--- src/rtl/uart_pkg.sv ---
// Shared UART definitions: receiver states, frame configuration layout,
// oversampling constants and the 3-sample majority vote.
package uart_pkg;

  typedef enum logic [2:0] {
    IDLE,
    START,
    DATA,
    PARITY,
    STOP
  } rx_state_t;

  // Same 4-bit layout the transmitter uses: {odd, par_en, dbits[1:0]}.
  // Data width is dbits + 5.
  typedef struct packed {
    logic       odd;
    logic       par_en;
    logic [1:0] dbits;
  } uart_cfg_t;

  localparam int         OVERSAMPLE = 16;
  localparam logic [3:0] SAMPLE_A   = 4'd7;
  localparam logic [3:0] SAMPLE_B   = 4'd8;
  localparam logic [3:0] SAMPLE_C   = 4'd9;
  localparam logic [3:0] LAST_TICK  = 4'(OVERSAMPLE - 1);

  // 8 data bits, no parity, one stop bit
  localparam uart_cfg_t CFG_RESET = '{odd: 1'b0, par_en: 1'b0, dbits: 2'b11};

  function automatic logic maj3(input logic a, input logic b, input logic c);
    return (a & b) | (a & c) | (b & c);
  endfunction

endpackage

--- src/rtl/uart_baud_tick.sv ---
// Oversample tick divider: counts 0..DIV-1 and pulses tick_o for one clock
// on the wrap. restart_i forces the count back to 0 so the first tick of a
// frame lands a fixed DIV clocks after the start edge.
module uart_baud_tick #(
  parameter int DIV = 27
) (
  input  logic clk_i,
  input  logic rst_i,
  input  logic restart_i,
  input  logic enable_i,
  output logic tick_o
);

  localparam int CW = (DIV > 1) ? $clog2(DIV) : 1;
  localparam logic [CW-1:0] LAST = CW'(DIV - 1);

  logic [CW-1:0] cnt_q, cnt_d;

  // Next count: restart wins, otherwise wrap at DIV-1
  always_comb begin
    cnt_d = cnt_q;
    if (restart_i) begin
      cnt_d = '0;
    end else if (enable_i) begin
      cnt_d = (cnt_q == LAST) ? '0 : cnt_q + CW'(1);
    end
  end

  // Divider count register
  always_ff @(posedge clk_i or posedge rst_i) begin
    if (rst_i) begin
      cnt_q <= '0;
    end else begin
      cnt_q <= cnt_d;
    end
  end

  assign tick_o = enable_i && !restart_i && (cnt_q == LAST);

endmodule

--- src/rtl/uart_rx_frame.sv ---
// UART receive frame engine. Synchronises rxd, oversamples 16x, votes the
// middle three samples of each bit, and delivers 5..8 data bits with parity
// and stop-bit status into a single-entry holding register.
// Handshake: valid=1 means dout/parity_err/frame_err hold an unread byte;
// rd=1 while valid=1 pops it. A commit in the same cycle as rd replaces the
// byte and keeps valid high; a commit while valid=1 and rd=0 sets overrun.
module uart_rx_frame
  import uart_pkg::*;
#(
  parameter int DIV         = 27,
  parameter int SYNC_STAGES = 2
) (
  input  logic       Clk,
  input  logic       Rst,
  input  logic       rxd,
  input  logic       cfg_load,
  input  logic [7:0] cfg_din,
  input  logic       rd,
  output logic [7:0] dout,
  output logic       valid,
  output logic       parity_err,
  output logic       frame_err,
  output logic       overrun,
  output logic       busy
);

  logic [SYNC_STAGES-1:0] sync_q;
  logic [SYNC_STAGES:0]   sync_chain;
  logic                   hist_q;
  logic                   rxd_s;
  logic                   start_edge;
  logic                   tick;

  rx_state_t  state_q, state_d;
  logic [3:0] os_q, os_d;
  logic [2:0] bit_q, bit_d;
  logic [2:0] samp_q, samp_d;   // [2]=tick 7, [1]=tick 8, [0]=tick 9
  logic [7:0] shift_q, shift_d;
  logic       par_q, par_d;     // running XOR of data bits
  logic       calc_q, calc_d;   // parity error of the current frame
  uart_cfg_t  cfg_q, cfg_d;

  logic       commit;
  logic       maj_live;
  logic       maj_reg;
  logic [2:0] last_idx;
  logic [7:0] rx_byte;

  logic [7:0] dout_q;
  logic       valid_q, perr_q, ferr_q, ovr_q;
  logic       unused_cfg_hi;

  assign unused_cfg_hi = ^cfg_din[7:4];
  assign sync_chain    = {sync_q, rxd};
  assign rxd_s         = sync_q[SYNC_STAGES-1];

  // Input synchroniser chain plus one history flop for start-edge detection
  always_ff @(posedge Clk or posedge Rst) begin
    if (Rst) begin
      sync_q <= '1;
      hist_q <= 1'b1;
    end else begin
      sync_q <= sync_chain[SYNC_STAGES-1:0];
      hist_q <= rxd_s;
    end
  end

  // Only a high-to-low transition starts a frame, so a line held low
  // (break) cannot re-arm until it has gone high again.
  assign start_edge = (state_q == IDLE) && hist_q && !rxd_s;
  // At tick 9 the third sample is still on the wire, so vote it live.
  assign maj_live   = maj3(samp_q[2], samp_q[1], rxd_s);
  assign maj_reg    = maj3(samp_q[2], samp_q[1], samp_q[0]);
  assign last_idx   = 3'd4 + {1'b0, cfg_q.dbits};
  // N bits arrive at shift[7:8-N]; right-align them, zero above.
  assign rx_byte    = shift_q >> (2'd3 - cfg_q.dbits);

  uart_baud_tick #(.DIV(DIV)) u_tick (
    .clk_i     (Clk),
    .rst_i     (Rst),
    .restart_i (start_edge),
    .enable_i  (1'b1),
    .tick_o    (tick)
  );

  // Frame FSM next-state: sampling, shifting, parity check and commit
  always_comb begin
    state_d = state_q;
    os_d    = os_q;
    bit_d   = bit_q;
    samp_d  = samp_q;
    shift_d = shift_q;
    par_d   = par_q;
    calc_d  = calc_q;
    cfg_d   = cfg_q;
    commit  = 1'b0;

    if (state_q == IDLE) begin
      if (start_edge) begin
        state_d = START;
        os_d    = '0;
      end else if (cfg_load) begin
        cfg_d = uart_cfg_t'(cfg_din[3:0]);
      end
    end else if (tick) begin
      os_d = os_q + 4'd1;
      if (os_q == SAMPLE_A) samp_d[2] = rxd_s;
      if (os_q == SAMPLE_B) samp_d[1] = rxd_s;
      if (os_q == SAMPLE_C) samp_d[0] = rxd_s;

      case (state_q)
        START: begin
          if (os_q == LAST_TICK) begin
            if (maj_reg) begin
              state_d = IDLE;
            end else begin
              state_d = DATA;
              bit_d   = '0;
              shift_d = '0;
              par_d   = 1'b0;
              calc_d  = 1'b0;
            end
          end
        end
        DATA: begin
          if (os_q == LAST_TICK) begin
            shift_d = {maj_reg, shift_q[7:1]};
            par_d   = par_q ^ maj_reg;
            bit_d   = bit_q + 3'd1;
            if (bit_q == last_idx) begin
              state_d = cfg_q.par_en ? PARITY : STOP;
            end
          end
        end
        PARITY: begin
          if (os_q == LAST_TICK) begin
            calc_d  = par_q ^ maj_reg ^ cfg_q.odd;
            state_d = STOP;
          end
        end
        STOP: begin
          if (os_q == SAMPLE_C) begin
            commit  = 1'b1;
            state_d = IDLE;
          end
        end
        default: ;
      endcase
    end
  end

  // Frame FSM and datapath registers
  always_ff @(posedge Clk or posedge Rst) begin
    if (Rst) begin
      state_q <= IDLE;
      os_q    <= '0;
      bit_q   <= '0;
      samp_q  <= '1;
      shift_q <= '0;
      par_q   <= 1'b0;
      calc_q  <= 1'b0;
      cfg_q   <= CFG_RESET;
    end else begin
      state_q <= state_d;
      os_q    <= os_d;
      bit_q   <= bit_d;
      samp_q  <= samp_d;
      shift_q <= shift_d;
      par_q   <= par_d;
      calc_q  <= calc_d;
      cfg_q   <= cfg_d;
    end
  end

  // Holding register: commit loads a new byte, rd pops and clears overrun
  always_ff @(posedge Clk or posedge Rst) begin
    if (Rst) begin
      dout_q  <= '0;
      valid_q <= 1'b0;
      perr_q  <= 1'b0;
      ferr_q  <= 1'b0;
      ovr_q   <= 1'b0;
    end else if (commit) begin
      dout_q  <= rx_byte;
      perr_q  <= cfg_q.par_en & calc_q;
      ferr_q  <= !maj_live;
      valid_q <= 1'b1;
      if (valid_q) begin
        ovr_q <= !rd;
      end
    end else if (rd && valid_q) begin
      valid_q <= 1'b0;
      ovr_q   <= 1'b0;
    end
  end

  assign dout       = dout_q;
  assign valid      = valid_q;
  assign parity_err = perr_q;
  assign frame_err  = ferr_q;
  assign overrun    = ovr_q;
  assign busy       = (state_q != IDLE);

endmodule

--- config.mk ---
export PLATFORM = sky130hd
export DESIGN_NAME = uart_rx_frame
export DESIGN_NICKNAME = d
export VERILOG_FILES = /design/src/rtl/uart_pkg.sv /design/src/rtl/uart_baud_tick.sv /design/src/rtl/uart_rx_frame.sv
export SDC_FILE = /design/constraint.sdc
export NUM_CORES = 1
export LEC_CHECK = 0
export BUFFER_PORTS_ARGS = -buffer_cell sky130_fd_sc_hd__buf_2
export CAP_MARGIN = 10
export CORE_MARGIN = 2
export CORE_UTILIZATION = 30
export CTS_CLUSTER_SIZE = 24
export DETAILED_ROUTE_END_ITERATION = 16
export PLACE_DENSITY = 0.55
export SYNTH_ARGS = -nofsm -noshare
export SYNTH_HDL_FRONTEND = slang
export SYNTH_SLANG_ARGS = --single-unit
--- constraint.sdc ---
create_clock -name Clk -period 4.6 [get_ports Clk]
set_input_delay 0.92 -clock Clk [delete_from_list [all_inputs] [get_ports Clk]]
set_output_delay 0.92 -clock Clk [all_outputs]
set_load 0.02 [all_outputs]
Yosys cells after proc, flatten, opt, wreduce, memory -nomap -nowiden
Cells that the tools add are included.
{ "classes": {"addsub": 5, "n_bitwise": 14, "muxes": 38, "n_eq_ne": 21, "shift": 1, "reduce_logical": 24} }
{ "ops": {"columns": ["operator", "n"], "rows": [
  ["3-bit 2-to-1 mux", 12],
  ["8-bit 2-to-1 mux", 3],
  ["8-bit case mux with 2 select lines", 1],
  ["3-bit != test (second input constant)", 5],
  ["4-bit == test (second input constant)", 3],
  ["1-bit 2-to-1 mux", 12],
  ["4-bit 2-to-1 mux", 3],
  ["3-bit case mux with 4 select lines", 1],
  ["3-bit AND reduction", 4],
  ["6-bit AND reduction", 2],
  ["5-bit 2-to-1 mux", 2],
  ["2-bit != test (second input constant)", 4],
  ["8-bit AND reduction", 1],
  ["2-bit nonzero test", 4],
  ["8-bit by 2-bit right shift with 8-bit output", 1],
  ["1-bit AND", 6],
  ["3-bit by 2-bit == test with 1-bit output (second input constant)", 2],
  ["3-bit case mux with 2 select lines", 1],
  ["5-bit by 1-bit adder with 5-bit output (second input constant)", 1],
  ["5-bit == test (second input constant)", 1],
  ["5-bit nonzero test", 1],
  ["4-bit by 1-bit adder with 4-bit output (second input constant)", 1],
  ["4-bit by 3-bit == test with 1-bit output (second input constant)", 1],
  ["1-bit logical AND", 4],
  ["16 further kinds", 27]
]} }
{ "totals": {"register_bits": 47, "input_bits": 13, "output_inout_bits": 13, "elab_cells": 123} }

Depth between registers and ports, before layout
Gate-level depths: netlist (run 1).
{ "logic_depth": {"word_depth": 9, "ltp_mapped": 7, "depth_no_buf": 6} }

Hierarchy
A second synthesis (run 1) with hierarchy kept.
{ "hier_totals": {"cells_unflattened": 231, "hier_area_um2": 2437.3} }
{ "by_module_without_submodules": {"columns": ["module", "area_each_um2", "cells_each", "instances", "seq_area_each_um2"], "rows": [
  ["uart_rx_frame", 2143.3, 198, 1, 1061.0],
  ["uart_baud_tick", 294.0, 33, 1, 125.1]
]} }

Least setup slack after synthesis (run 1)
No wires, ideal clock.
{ "synth_path": {"kind": "register to output", "start": "register state_q[1]", "end": "output port busy", "slack_ps": 2651, "t_required_ps": 3680, "path_stages_with_launch": 4, "t_arrival_ps": 1029, "n_path_buf": 1, "path_cell_list": "dfrtp_1 buf_2 nor3_1 inv_1"} }
{ "synth_via": {"elab_chain_len": 1} }
{ "synth_rtl": {"columns": ["element", "line_no", "text"], "rows": [
  ["start, declared", "uart_rx_frame.sv:34", "rx_state_t state_q, state_d;"],
  ["start signal, assigned", "uart_rx_frame.sv:164", "state_q <= state_d;"],
  ["3-bit nonzero test", "uart_rx_frame.sv:202", "assign busy = (state_q != IDLE);"],
  ["end, declared", "uart_rx_frame.sv:24", "output logic busy"]
]} }
No other way between the ends.

Final worst setup path (run 1)
Same ends and word-level chain as after synthesis.

==> results of run 1 <==
==> cells by family after synthesis <==
family	Yosys count	share of synthesized area, %
fa+ha+maj	8	4.09
flops	47	50.3
buf+inv	27	4.78
mux	29	13.1
compound gates	24	6.96
simple gates	76	17.4
xor+xnor	9	3.35
==> metal layers <==
layer	up-vias	track usage, %	share of wire, %	routed length [um]
met5	-	0	0	0
met4	0	4.41	1.2	52
li1	787	-	-	-
met2	24	17.6	46	1970
met3	4	2.03	2.7	118
met1	758	15.0	50	2170
==> cell type report <==
type	instances	area, um^2
Inverter	19	71.3
Multi-Input combinational cell	146	1060
Timing Repair Buffer	21	105
Fill cell	799	5040
Clock buffer	8	100
Tap cell	102	128
Sequential cell	47	1190
==> state kept, by name, summed over array words and instances (netlist names) <==
name,count
frame_err,1
sync_q,2
par_q,1
calc_q,1
dout,8
samp_q,3
overrun,1
valid,1
u_tick.cnt_q,5
cfg_q,4
os_q,4
bit_q,3
state_q,3
parity_err,1
hist_q,1
shift_q,8
==> cells in the final DEF, fill, tap and decap left out, drive strengths merged, types with 4 or more instances in the layout <==
| cell type | synthesis | layout |
|---|---|---|
| mux2 | 15 | 15 |
| o21ai | 7 | 7 |
| clkbuf | 4 | 8 |
| inv | 19 | 19 |
| xnor2 | 4 | 4 |
| dfstp | 8 | 8 |
| a21oi | 8 | 8 |
| mux2i | 14 | 14 |
| xor2 | 5 | 5 |
| nor3 | 4 | 4 |
| ha | 6 | 6 |
| dfrtp | 39 | 39 |
| buf | 4 | 21 |
| nand2 | 26 | 26 |
| nand3 | 11 | 11 |
| nor2 | 15 | 15 |
==> synthesized netlist by cell type, drive strengths merged, types with 2 or more instances <==
library cell   n
nor3b          2
o211ai         2
xnor2          4
a21oi          8
nor2          15
dfrtp         39
xor2           5
clkbuf         4
nand4b         2
o21ai          7
ha             6
nand3b         2
nor3           4
nand2         26
buf            4
nor4           2
inv           19
and4b          2
nand2b         2
mux2i         14
and3           2
mux2          15
maj3           2
nand4          2
nand3         11
dfstp          8
==> power by group through the flow <==
stage,Combinational (mW),Sequential [mW],Clock (mW)
2_1_floorplan,0.134,0.505,0
3_3_place_gp,0.141,0.530,0
3_5_place_dp,0.145,0.531,0
4_1_cts,0.146,0.524,0.283
5_1_grt,0.166,0.534,0.302
6_report,0.142,0.524,0.273
==> how the worst max path moves through the flow <==
stage	start	slack, ns	cells past startpoint	end
after floorplan	Rst	2.58	1	bit_q[0]
after global placement	state_q[1]	2.43	3	busy
after detailed placement	state_q[1]	2.43	3	busy
after CTS	state_q[1]	2.08	3	busy
after global routing	state_q[1]	1.93	3	busy
final	state_q[1]	2.06	3	busy
==> key figures, run 1 <==
Cells and area
  – Layout area overhead: 12.4%
  – Final core utilization: 34.4%
  – Final net count: 259
  – Design Area, Final: 2650 um^2
  – Antenna Cells: 0
  – Fraction of layout cells with a size suffix above 1: 24.1%
  – Non-Filler Instances: 343

Power
  – Cell internal pwr: 0.670 mW
  – Leakage: 1.17 nW
  – Net Switching: 0.269 mW
  – Sw frac: 28.6%
  – Peak supply drop: 128 uV
  – Power per cell area: 355 nW/um^2
  – Tot Pwr: 0.939 mW
  – Gate power share: 15.1%
  – Part of the power in the clock network: 29.0%
  – Sequential Power Share: 55.8%

Drt
  – Remaining antenna violation count: 0
  – Post-Route WL: 4.31 mm
  – Wire per inst: 12.6 um
  – Detailed-route via count: 1573
  – Vias per cell: 4.59
  – 1st-pass router iterations: 4
  – 1st-iter DRT viols: 78
  – DRC violations left: 0

Timing
  – Max_slew headroom: 34.6%
  – Setup TNS: 0 ns
  – Worst slew pin tran: 0.979 ns
  – Worst hold slack: 0.361 ns
  – RSZ-0062 raised after global routing: false
  – Slew Viols, Final: 0
  – Setup violators final: 0
  – Worst Skew: 0.00781 ns
  – Final hold viol count: 0
  – Final WS setup: 2.06 ns
  – Final period util: 55.1%
  – Fin crit period: 2.54 ns
  – Maximum clock frequency: 0.394 GHz

Place
  – Port bufs: 21
  – Post-DP Area: 2550 um^2
  – GP Congestion: 0.743
  – Setup WS pre-CTS: 2.43 ns
  – Placed instance count: 335
  – HPWL Detailed: 3.01 mm

Synthesis
  – Mapped cell area: 2360 um^2
  – Asr flop ratio synth: 100%
  – Synth warn: 0
  – Synth area leaders: dfrtp_1 41%, dfstp_2 8.9%, mux2_2 7.2%
  – Yosys top cell by area: dfrtp_1
  – Yosys top cell area share: 41.4%
  – EDFF count, synth: 0
  – Predominant post-synthesis flop cell: dfrtp_1
  – Cells after synthesis: 220
  – Seq/Total Area, Yosys: 50.3%
  – Mean Syn Cell Area: 10.7 um^2
  – FF+latch count, synth: 47
  – Yosys cell types: 42
  – Syn nets: 239

Global routing
  – Largest net degree at the start of global routing: 48
  – First-pass GRT wire length: 7.66 mm
  – GRT Overall Usage: 11.1%
  – Initial antenna violation count: 0
  – GR Overflow Total: 0
  – Number of global-route vias before repair: 1617

Outcome
  – Outcome: completed

Floorplan
  – Row Count: 32
  – Ports: 26
  – Die Width: 92.6 um
  – Core Region: 7690 um^2
  – Die area: 8580 um^2
  – Die height: 92.6 um
  – Initial core utilization: 30.6%

Clocking
  – Clock slew seen by the registers of the worst setup and hold paths: 0.09 ns
  – Sink Count: 47
  – Clock Path Buffers: 2
  – CTS tree: yes
  – Htree depth: 2
  – Postcts setup bufs: 0
  – TritonCTS Buffers: 5
  – Hold_buf cts: 0
  – Worst-Skew Late Latency: 0.30 ns
  – Root buffer cell: clkbuf_8
  – Resized Gates After CTS: 0

Setup path
  – Worst path cell trace: nor3_1 -> inv_1 -> buf_2
  – Crit path DAT: 1.62 ns
  – R2R depth: 5
  – Worst path bufs/invs: 2
  – Critical Path Slowest Stage Cell: dfrtp_1
  – CP Class: reg2out
  – Reg2reg end: dout[3]
  – Max incr delay on CP: 0.54 ns
  – CP startpoint kind: flip-flop
  – R2r setup slk: 2.56 ns
  – Reg-to-Reg Start: u_tick.cnt_q[0]
  – Crit end category: output port
  – Worst path top cell family by delay: flip-flops
  – Crit path max fanout: 13
  – Critical Path RT: 3.68 ns

Flow run
  – Max_cap viols: 0

Min path
  – Worst hold-check path type: reg2reg
  – WHS Endpoint: sync_q[1]
  – Hold-critical path depth: 0
  – Worst Hold Launch: sync_q[0]
Power figures use the tool's default switching activity.
==> run 2, diff against run 1 <==
==> constraint.sdc (replaced) <==
create_clock -name Clk -period 2.55 [get_ports Clk]
set_input_delay 0.51 -clock Clk [delete_from_list [all_inputs] [get_ports Clk]]
set_output_delay 0.51 -clock Clk [all_outputs]
set_load 0.02 [all_outputs]
==> run 2 against run 1 <==
Clock skew increased by 0.0014 ns. Worst hold slack got worse by 0.12 ns. Global-route usage increased by 0.54 points. Critical path type unchanged.
==> key figures, run 2 (same netlist as run 1, synthesis figures left out) <==
Outcome
  – Outcome: completed

Drt
  – Wire per inst: 12.9 um (+2.5%)
  – M1 WL: 2.11 mm (-2.4%)
  – Vias per cell: 4.65 (+1.5%)
  – DRC violations left: 0 (unchanged)
  – Remaining antenna violation count: 0 (unchanged)
  – 1st-iter DRT viols: 46 (-41%)
  – 1st-pass router iterations: 4 (unchanged)
  – Post-Route WL: 4.46 mm (+3.4%)
  – WL met2: 2.13 mm (+8.2%)
  – Detailed-route via count: 1610 (+2.4%)
  – Met3 WL: 131 um (+11%)
  – Highest Signal Layer: met4

Timing
  – Setup TNS: 0 ns (unchanged)
  – RSZ-0062 raised after global routing: false
  – Maximum clock frequency: 0.458 GHz
  – Max_slew headroom: 63.3% (+29 points)
  – Setup violators final: 0 (unchanged)
  – Slew Viols, Final: 0 (unchanged)
  – Final hold viol count: 0 (unchanged)
  – Fin crit period: 2.18 ns
  – Worst Skew: 0.00920 ns (+0.00139 ns)
  – Worst slew pin tran: 0.550 ns (-0.429 ns)
  – Worst hold slack: 0.241 ns (-0.120 ns)
  – Final period util: 85.6%

Min path
  – Worst hold-check path type: in2async

Cells and area
  – Non-Filler Instances: 346 (+0.87%)
  – Most common cell after layout, fill and taps aside: dfrtp_1
  – Antenna Cells: 0 (unchanged)
  – Layout area overhead: 12.9%
  – Final net count: 262 (+1.2%)
  – Most frequent cells in the layout: 39 x dfrtp_1, 26 x nand2_1, 21 x buf_2
  – Footprint of the multi-input gates: 1060 um^2 (unchanged)
  – Fraction of layout cells with a size suffix above 1: 25.4% (+1.3 points)
  – Sequential cell area: 1190 um^2 (unchanged)
  – FILL cells: 789 (-1.3%)

Floorplan
  – Core Region: 7690 um^2 (unchanged)
  – Row Count: 32 (unchanged)
  – Die height: 92.6 um (unchanged)
  – Die Width: 92.6 um (unchanged)
  – Die area: 8580 um^2 (unchanged)
  – Initial core utilization: 30.6% (unchanged)
  – Ports: 26 (unchanged)

Global routing
  – First-pass GRT wire length: 7.92 mm (+3.4%)
  – GR Overflow Total: 0 (unchanged)
  – GRT Overall Usage: 11.6% (+0.54 points)
  – Initial antenna violation count: 0 (unchanged)
  – Largest net degree at the start of global routing: 28 (-42%)
  – Number of global-route vias before repair: 1684 (+4.1%)

Clocking
  – Htree depth: 2 (unchanged)
  – Hold_buf cts: 0 (unchanged)
  – Root buffer cell: clkbuf_8
  – Clock slew seen by the registers of the worst setup and hold paths: 0.09 ns (about the same)
  – Sink Count: 47 (unchanged)
  – Worst-Skew Late Latency: 0.30 ns (about the same)
  – Resized Gates After CTS: 0 (unchanged)
  – CTS tree: yes
  – Clock Path Buffers: 2 (unchanged)
  – TritonCTS Buffers: 5 (unchanged)
  – Postcts setup bufs: 0 (unchanged)

Flow run
  – Max_cap viols: 0 (unchanged)

Setup path
  – Reg2reg end: dout[5]
  – Crit end category: output port
  – Max incr delay on CP: 0.55 ns (about the same)
  – Crit path max fanout: 13 (unchanged)
  – Crit path DAT: 1.67 ns (+0.05 ns)
  – Critical Path Slowest Stage Cell: dfrtp_1
  – CP Class: reg2out
  – R2R depth: 6 (+1)
  – Critical Path RT: 2.04 ns (-1.64 ns)
  – CP startpoint kind: flip-flop
  – R2r setup slk: 0.57 ns (-1.99 ns)
  – Worst path cell trace: nor3_1 -> inv_1 -> buf_2
  – Reg-to-Reg Start: u_tick.cnt_q[0]

Place
  – GP Congestion: 0.740 (-0.40%)
  – Placed instance count: 338 (+0.90%)
  – HPWL Detailed: 3.30 mm (+9.8%)
  – Port bufs: 21 (unchanged)

Power
  – Peak supply drop: 259 uV (+100%)
  – Leakage: 1.18 nW (+0.32%)
  – Power per cell area: 624 nW/um^2 (+76%)
## run 2: cell count changes in the layout (fill, tap and decap cells not counted), sizes merged
cell	change
buf	+3
clkbuf	-3
clkinvlp	+2
clkinv	+1
## run 2: worst max-delay path by stage
| stage | startpoint | to |
|---|---|---|
| after floorplan | u_tick.cnt_q[0] | dout[0] |
| after global placement | u_tick.cnt_q[0] | dout[5] |
| after detailed placement | u_tick.cnt_q[0] | dout[5] |
| after CTS | state_q[1] | busy |
| after global routing | state_q[1] | busy |
| final | state_q[1] | busy |
## run 2: worst max-delay path, delay by kind of cell (launching register included)
kind | cells | cell delay (ns)
buffers and inverters | 2 | 0.37
AND/OR/NAND/NOR | 1 | 0.46
flip-flops | 1 | 0.55
## run 2: stage by stage
step                power (mW)  utilization [%]  setup WS (ns)  instance area, um^2
detailed placement        1.23             33.4          0.549                 2570
CTS                       1.68             34.6          0.395                 2660
finish                    1.66             34.6          0.366                 2660
global route              1.77             34.6          0.149                 2660
floorplan                 1.15                -          0.797                 2360
global placement          1.21             33.4          0.596                 2570
## run 2: per-layer routing
layer / track usage [%] / up-vias
li1: - / 796
met1: 15.5 / 775
met2: 19.0 / 33
met3: 1.95 / 6
met4: 4.41 / 0
met5: 0 / -
## run 2: power breakdown
group          internal, mW  leakage [nW]  switching [mW]
Clock                 0.191        0.0402           0.258
Combinational         0.133         0.533           0.132
Sequential            0.832         0.605           0.112
## run 2: area by class of cell
class	instances	area share, %
inverter	19	2.68
timing repair buffer	24	4.80
clock buffer	5	2.59
clock inverter	3	0.753
tap	102	4.80
multi-input combinational	146	39.8
sequential	47	44.6
